### src/rtl/color_scan_sequencer.sv
// color_scan_sequencer: capture/recognize NUM_FRAMES frames and majority-vote one colour result
module color_scan_sequencer #(
  parameter int NUM_FRAMES      = 3,
  parameter int BYTES_PER_FRAME = 19200,
  parameter int TIMEOUT_CYCLES  = 2000000
) (
  input  logic        i_clk,
  input  logic        i_rst,
  input  logic        i_start,
  input  logic        i_abort,
  output logic        o_busy,
  output logic        o_capture_start,
  input  logic        i_capture_done,
  output logic        o_ram_sel,
  output logic        o_recog_enable,
  output logic [14:0] o_bytes_per_frame,
  input  logic        i_recog_done,
  input  logic [7:0]  i_recog_color,
  output logic [7:0]  o_color,
  output logic        o_color_valid,
  output logic        o_timeout
);
  typedef enum logic [2:0] {IDLE, CAPTURE, RECOG, VOTE, DONE} state_t;
  localparam logic [23:0] TO_LAST = 24'(TIMEOUT_CYCLES - 1);
  localparam logic [2:0]  HALF    = 3'(NUM_FRAMES / 2);
  localparam logic [3:0]  NFR     = 4'(NUM_FRAMES);
  state_t      state_q, state_d;
  logic [2:0]  frame_q, frame_d, red_q, red_d, grn_q, grn_d, blu_q, blu_d;
  logic [23:0] to_q, to_d;
  logic [1:0]  arm_q, arm_d, arm_inc;
  logic [7:0]  code_q, code_d, color_q, color_d;
  logic        valid_q, valid_d, timeout_q, timeout_d, cap_q, en_q, sel_q;
  logic        accept, to_hit;
  // The arm count after this edge must read 2 before a done is trusted; this skips the stale done.
  assign arm_inc           = (arm_q == 2'd2) ? 2'd2 : arm_q + 2'd1;
  assign accept            = i_recog_done && arm_inc == 2'd2;
  assign to_hit            = to_q == TO_LAST;
  assign o_busy            = state_q != IDLE;
  assign o_bytes_per_frame = 15'(BYTES_PER_FRAME);
  assign o_capture_start   = cap_q;
  assign o_recog_enable    = en_q;
  assign o_ram_sel         = sel_q;
  assign o_color           = color_q;
  assign o_color_valid     = valid_q;
  assign o_timeout         = timeout_q;
  // Next-state, vote tally and result selection; abort overrides everything else.
  always_comb begin
    state_d   = state_q;
    frame_d   = frame_q;
    red_d     = red_q;
    grn_d     = grn_q;
    blu_d     = blu_q;
    to_d      = (state_q == CAPTURE || state_q == RECOG) ? to_q + 24'd1 : '0;
    arm_d     = (state_q == RECOG) ? arm_inc : 2'd0;
    code_d    = code_q;
    color_d   = color_q;
    valid_d   = 1'b0;
    timeout_d = timeout_q;
    case (state_q)
      IDLE: if (i_start) begin
        state_d   = CAPTURE;
        timeout_d = 1'b0;
        frame_d   = '0;
        red_d     = '0;
        grn_d     = '0;
        blu_d     = '0;
      end
      CAPTURE: if (i_capture_done) begin
        state_d = RECOG;
        to_d    = '0;
      end else if (to_hit) begin
        state_d   = IDLE;
        timeout_d = 1'b1;
        color_d   = 8'h00;
        valid_d   = 1'b1;
      end
      RECOG: if (accept) begin
        state_d = VOTE;
        code_d  = i_recog_color;
      end else if (to_hit) begin
        state_d   = IDLE;
        timeout_d = 1'b1;
        color_d   = 8'h00;
        valid_d   = 1'b1;
      end
      VOTE: begin
        red_d   = red_q + 3'(code_q == 8'd1);
        grn_d   = grn_q + 3'(code_q == 8'd2);
        blu_d   = blu_q + 3'(code_q == 8'd3);
        frame_d = frame_q + 3'd1;
        state_d = ({1'b0, frame_q} + 4'd1 < NFR) ? CAPTURE : DONE;
      end
      DONE: begin
        color_d = red_q > HALF ? 8'h01 : grn_q > HALF ? 8'h02 : blu_q > HALF ? 8'h03 : 8'h04;
        valid_d = 1'b1;
        state_d = IDLE;
      end
      default: state_d = IDLE;
    endcase
    if (i_abort && state_q != IDLE) begin
      state_d   = IDLE;
      frame_d   = '0;
      red_d     = '0;
      grn_d     = '0;
      blu_d     = '0;
      to_d      = '0;
      arm_d     = '0;
      color_d   = color_q;
      valid_d   = 1'b0;
      timeout_d = timeout_q;
    end
  end
  // State and registered outputs; enable/ram_sel/capture pulse follow the next state.
  always_ff @(posedge i_clk or posedge i_rst) begin
    if (i_rst) begin
      state_q   <= IDLE;
      frame_q   <= '0;
      red_q     <= '0;
      grn_q     <= '0;
      blu_q     <= '0;
      to_q      <= '0;
      arm_q     <= '0;
      code_q    <= '0;
      color_q   <= 8'hF0;
      valid_q   <= 1'b0;
      timeout_q <= 1'b0;
      cap_q     <= 1'b0;
      en_q      <= 1'b0;
      sel_q     <= 1'b0;
    end else begin
      state_q   <= state_d;
      frame_q   <= frame_d;
      red_q     <= red_d;
      grn_q     <= grn_d;
      blu_q     <= blu_d;
      to_q      <= to_d;
      arm_q     <= arm_d;
      code_q    <= code_d;
      color_q   <= color_d;
      valid_q   <= valid_d;
      timeout_q <= timeout_d;
      cap_q     <= state_d == CAPTURE && state_q != CAPTURE;
      en_q      <= state_d == RECOG;
      sel_q     <= state_d == RECOG || state_d == VOTE;
    end
  end
endmodule

### config.mk
export PLATFORM = sky130hd
export DESIGN_NAME = color_scan_sequencer
export DESIGN_NICKNAME = d
export VERILOG_FILES = /design/src/rtl/color_scan_sequencer.sv
export SDC_FILE = /design/constraint.sdc
export NUM_CORES = 1
export LEC_CHECK = 0
export CAP_MARGIN = 20
export CORE_MARGIN = 2
export CORE_UTILIZATION = 55
export DETAILED_ROUTE_END_ITERATION = 8
export HOLD_SLACK_MARGIN = 0.12
export PLACE_DENSITY = 0.8
export SLEW_MARGIN = 20
export SYNTH_ARGS = -nofsm -noshare
export SYNTH_HDL_FRONTEND = slang
export SYNTH_SLANG_ARGS = --single-unit
### constraint.sdc
create_clock -name i_clk -period 2.5 [get_ports i_clk]
set_input_delay 0.25 -clock i_clk [delete_from_list [all_inputs] [get_ports i_clk]]
set_output_delay 0.25 -clock i_clk [all_outputs]
set_load 0.01 [all_outputs]
==> results of run 1 <==
final cells by class:
type / instances / area share
Tap cell: 72 / 0.0258
Clock buffer: 9 / 0.0354
Timing Repair Buffer: 30 / 0.0866
Inverter: 13 / 0.0140
Multi-Input combinational cell: 219 / 0.403
Clock inverter: 7 / 0.0200
Sequential cell: 58 / 0.415
how the worst min path moves through the flow:
stage,startpoint,end,cells past startpoint
CTS,i_rst,code_q[4],2
floorplan,i_start,o_timeout,1
global placement,o_color[2],o_color[2],1
detailed placement,o_color[2],o_color[2],1
finish,i_rst,code_q[4],2
global route,i_rst,code_q[4],2
power breakdown:
group / internal, mW / switching [mW] / total [mW]
combinational: 0.180 / 0.222 / 0.402
sequential: 0.992 / 0.0616 / 1.05
clock: 0.455 / 0.395 / 0.849
metrics by stage:
stage          instance area [um2]  setup WS [ps]  hold WS, ps
4_1_cts                       3500            338          224
3_5_place_dp                  3300            338          486
2_1_floorplan                 3110            545          336
6_report                      3500            334          212
5_1_grt                       3500            195          257
3_3_place_gp                  3300            380          476
cell usage in the layout, fill, tap and decap left out, types with 2 or more instances in the layout:
| master | n |
|---|---|
| a32o_1 | 2 |
| dfrtp_1 | 57 |
| xor2_1 | 5 |
| or3_1 | 3 |
| nor3b_1 | 2 |
| clkdlybuf4s50_1 | 26 |
| nor2_1 | 42 |
| and4_1 | 2 |
| and3b_1 | 2 |
| clkbuf_8 | 9 |
| o21ai_0 | 14 |
| mux2_2 | 8 |
| nor4_1 | 2 |
| nand3_1 | 5 |
| nor3_1 | 12 |
| clkinvlp_4 | 4 |
| clkinv_2 | 2 |
| and2_1 | 3 |
| inv_1 | 12 |
| and3_2 | 2 |
| ha_1 | 10 |
| a22o_1 | 6 |
| a21oi_1 | 8 |
| xnor2_1 | 14 |
| buf_4 | 3 |
| nand2_1 | 22 |
| or4_1 | 2 |
| nand4_1 | 4 |
| conb_1 | 16 |
| o21ai_1 | 2 |
| nor2b_1 | 5 |
| and2b_2 | 2 |
critical path, stage by stage (launching register included):
cell and delay (ps):
dfrtp_1 380, or4_1 530, nor3_1 240, nand2_1 90
nor2_1 120, ha_1 190, ha_1 180, nor2_1 60
o21ai_0 160, o21ai_0 100
kinds of logic (layout without fill, tap and decap cells):
logic type / Yosys count / in the layout / share of synthesized area
buffers and inverters: 41 / 59 / 0.0803
adder cells (fa/ha/maj): 10 / 10 / 0.0410
AND/OR/NAND/NOR: 123 / 123 / 0.221
multiplexers: 8 / 8 / 0.0295
AO/OA/AOI/OAI: 43 / 43 / 0.0955
other: 2 / 16 / 0.00246
XOR/XNOR: 19 / 19 / 0.0545
flip-flops: 58 / 58 / 0.476
registers in the layout, summed over array words and instances, names as in the netlist, 2 cells and up:
name     cells
arm_q        2
grn_q        3
state_q      3
blu_q        3
code_q       8
o_color      4
frame_q      3
to_q        24
red_q        3
routing by layer:
metal,wire [um],vias up,track usage
met1,2510,1059,0.261
met2,2580,72,0.314
met5,0,-,0
met3,260,12,0.0471
met4,155,0,0.135
li1,-,1063,-
==> flow_summary.json, run 1 <==
{
  "grt_overflow": 0,
  "vias": 2206,
  "clock_latency_ps": 350,
  "wl_per_cell_um": 13.5,
  "first_pass_iters": 4,
  "cts_hold_buffers": 0,
  "syn_area_um2": 3050,
  "ys_seq_area_frac": 0.476,
  "portBuffers": 26,
  "rr_startpoint": "code_q[5]",
  "antenna_found_initial": 0,
  "r2r-end": "red_q[2]",
  "grt_max_degree": 27,
  "clock_skew_ps": 10.6,
  "status": "finished clean",
  "worstMarginPinSlew_ps": 895,
  "async_flop_share": 1.00,
  "power_density_nw_per_um2": 659,
  "clockBufferDepth": 2,
  "p_leak_nw": 1.57,
  "layoutNonFillerInstCount": 408,
  "synth_common_cells": "dfrtp_1 (57), nor2_1 (42), nand2_1 (22)",
  "core_area_um2": 5440,
  "power_mw": 2.30,
  "rsz0062_at_grt": "no",
  "start_util": 0.562,
  "clkSinkCount": 58,
  "r2r_setup_slack_ps": 330,
  "synth.distinct_cells": 55,
  "top_level_ports": 43,
  "critical_path_class": "reg2reg",
  "synth-seq-cells": 58,
  "reg2reg_depth": 9,
  "max_slew_margin": 0.404,
  "hold_violations": 0,
  "drt_iter0_drc": 101,
  "wl_um": 5510,
  "ys_top_cells_by_area": "dfrtp_1 (47%), nor2_1 (5.2%), buf_4 (4.7%), ha_1 (4.1%), xnor2_1 (4.0%)",
  "fp.dieH_um": 78.5,
  "fmax_mhz": 462,
  "diodes": 0,
  "cap_violations": 0,
  "min_period_over_period": 0.867,
  "ir_drop_v": 0.000383,
  "n_fill_cell": 435,
  "min-delay-path-class": "in2async",
  "ys.warnings.count": 0,
  "setup.worst_path.start_class": "flop",
  "min_period_ps": 2170,
  "cp_max_fo": 3,
  "die_area_um2": 6170,
  "place_hpwl_um": 3930,
  "cts_setup_buffers": 0,
  "grt_usage": 0.205,
  "worstPathArrival_ps": 2400,
  "crit_path_end": "red_q[2]",
  "synth_top_area_share": 0.467,
  "cts_max_level": 3,
  "grt_first_pass_wirelength_um": 9750,
  "yosys.area.top_type": "dfrtp_1",
  "syn_area_per_cell_um2": 10.0,
  "place_congestion": 0.849,
  "clk_pin_slew_ps": 70,
  "tns_ps": 0,
  "dp.cells": 392,
  "antenna_left": 0,
  "critPathRequiredTime_ps": 2730,
  "multi_input_area_um2": 1410,
  "yosysMostFrequentCell": "dfrtp_1",
  "synthFlopType": "dfrtp_1",
  "drt-vias-per-instance": 5.41,
  "num_rows": 27,
  "area_delta_synth_final_pct": 14.5,
  "die_w_um": 78.5,
  "fin_nets": 355,
  "slew_violations": 0,
  "post_cts_resize_count": 0,
  "route.detailed.drc": 0,
  "finalSetupViolCount": 0,
  "drive_gt1_frac": 0.131,
  "cts_inserted_buffers": 9,
  "post-route-util": 0.643,
  "cts_root_buffer": "clkbuf_8",
  "synth-edff-count": 0,
  "grt_pass1_vias": 2200,
  "seqCellArea_um2": 1450,
  "tritoncts": "yes",
  "syn_inst": 304,
  "end_kind": "flop",
  "crit_path_start": "code_q[5]"
}
Note: power is estimated with default switching activity, not from simulation.
==> inputs of run 2 (changes only) <==
- SKIP_CTS_REPAIR_TIMING: not set -> 1
==> results of run 2 <==
Same layout as run 1: the final DEF is identical, and so are final timing and power.
==> inputs of run 3 (changes only) <==
- CORE_MARGIN: 2 -> not set
==> flow_summary.json, run 3 (synthesis results as in run 1) <==
{
  "status": "finished clean",
  "grt_pass1_vias": 2151,
  "drt_iter0_drc": 149,
  "p_leak_nw": 1.61,
  "clock_latency_ps": 340,
  "multi_input_area_um2": 1410,
  "final_common_cell": "dfrtp_1",
  "seqCellArea_um2": 1450,
  "rsz0062_at_grt": "no",
  "route.detailed.drc": 0,
  "critical_path_class": "reg2reg",
  "fp.dieH_um": 76.5,
  "ir_drop_v": 0.000428,
  "clk_pin_slew_ps": 70,
  "grt_usage": 0.215,
  "min-delay-path-class": "in2async",
  "worstMarginPinSlew_ps": 834,
  "critPathRequiredTime_ps": 2720,
  "num_rows": 26,
  "fin_nets": 354,
  "clockBufferDepth": 2,
  "layoutNonFillerInstCount": 405,
  "power_density_nw_per_um2": 710,
  "top_level_ports": 43,
  "min_period_over_period": 0.860,
  "tritoncts": "yes",
  "grt_max_degree": 34,
  "setup.worst_path.start_class": "flop",
  "layout_common_cells": "dfrtp_1 (57), nor2_1 (42), clkdlybuf4s50_1 (26), nand2_1 (22), conb_1 (16)",
  "antenna_found_initial": 0,
  "hold_ws_ps": 279,
  "cts_max_level": 3,
  "tns_ps": 0,
  "min_period_ps": 2150,
  "vias": 2191,
  "setup_ws_ps": 349,
  "worstPathArrival_ps": 2370,
  "area_delta_synth_final_pct": 15.7,
  "place_congestion": 0.802,
  "regMostFlops": "to_q",
  "first_pass_iters": 4,
  "cts_root_buffer": "clkbuf_8",
  "portBuffers": 26,
  "n_fill_cell": 415,
  "drive_gt1_frac": 0.128,
  "dp.cells": 389,
  "diodes": 0,
  "grt_overflow": 0,
  "clkSinkCount": 58,
  "r2r_setup_slack_ps": 350,
  "slew_violations": 0,
  "hold_violations": 0,
  "wl_um": 5510,
  "finalSetupViolCount": 0,
  "largest_reg_flops": 24,
  "die_w_um": 76.5,
  "die_area_um2": 5860,
  "end_kind": "flop",
  "cp_max_fo": 6,
  "start_util": 0.583,
  "clock_skew_ps": 8.54,
  "grt_first_pass_wirelength_um": 9860,
  "place_ws_ps": 373,
  "cap_violations": 0,
  "wl_per_cell_um": 13.6,
  "cts_inserted_buffers": 9,
  "max_slew_margin": 0.444,
  "post-route-util": 0.675,
  "place_hpwl_um": 3760,
  "core_area_um2": 5240,
  "drt-vias-per-instance": 5.41,
  "fmax_mhz": 465,
  "antenna_left": 0
}
run 3: worst max-delay path, stage by stage, from the launching register on:
cell	delay (ps)
dfrtp_1	440
or4_4	570
nor4b_4	300
o2111a_1	290
o21ai_1	160
a32o_1	270
run 3: layer usage:
layer | track usage | vias to the layer above | share of wire
met5 | 0 | - | 0
met4 | 0.112 | 0 | 0.024
met3 | 0.0515 | 15 | 0.041
met2 | 0.328 | 64 | 0.45
met1 | 0.286 | 1048 | 0.49
li1 | - | 1064 | -
run 3: stage by stage:
| stage | area (um2) | power, mW |
|---|---|---|
| after floorplan | 3110 | 1.37 |
| after global placement | 3290 | 1.45 |
| after detailed placement | 3290 | 1.47 |
| after CTS | 3530 | 2.53 |
| after global routing | 3530 | 2.62 |
| final | 3530 | 2.51 |
run 3: area by class of cell:
class / count / area share
clock buffers: 9 / 0.0350
repair buffers: 29 / 0.0835
multi-input cells: 219 / 0.399
inverters: 13 / 0.0138
well taps: 70 / 0.0248
flip-flops and latches: 58 / 0.411
clock inverters: 7 / 0.0333
run 3: path summary, 6_finish.rpt:
path / from / end / cells after the start
worst max-delay path: to_q[7] / o_color[2] / 5
worst min-delay path: i_rst / code_q[7] / 2
worst max register to register: to_q[7] / o_color[2] / 5
worst min register to register: to_q[0] / to_q[0] / 1
max in group asynchronous: i_rst / o_color[6] / 3
min in group i_clk: to_q[0] / to_q[0] / 1
run 3: where the power goes:
group	total (mW)	switching (mW)	internal [mW]
combinational	0.404	0.225	0.179
clock	1.05	0.390	0.661
sequential	1.05	0.0610	0.992
total	2.51	0.676	1.83
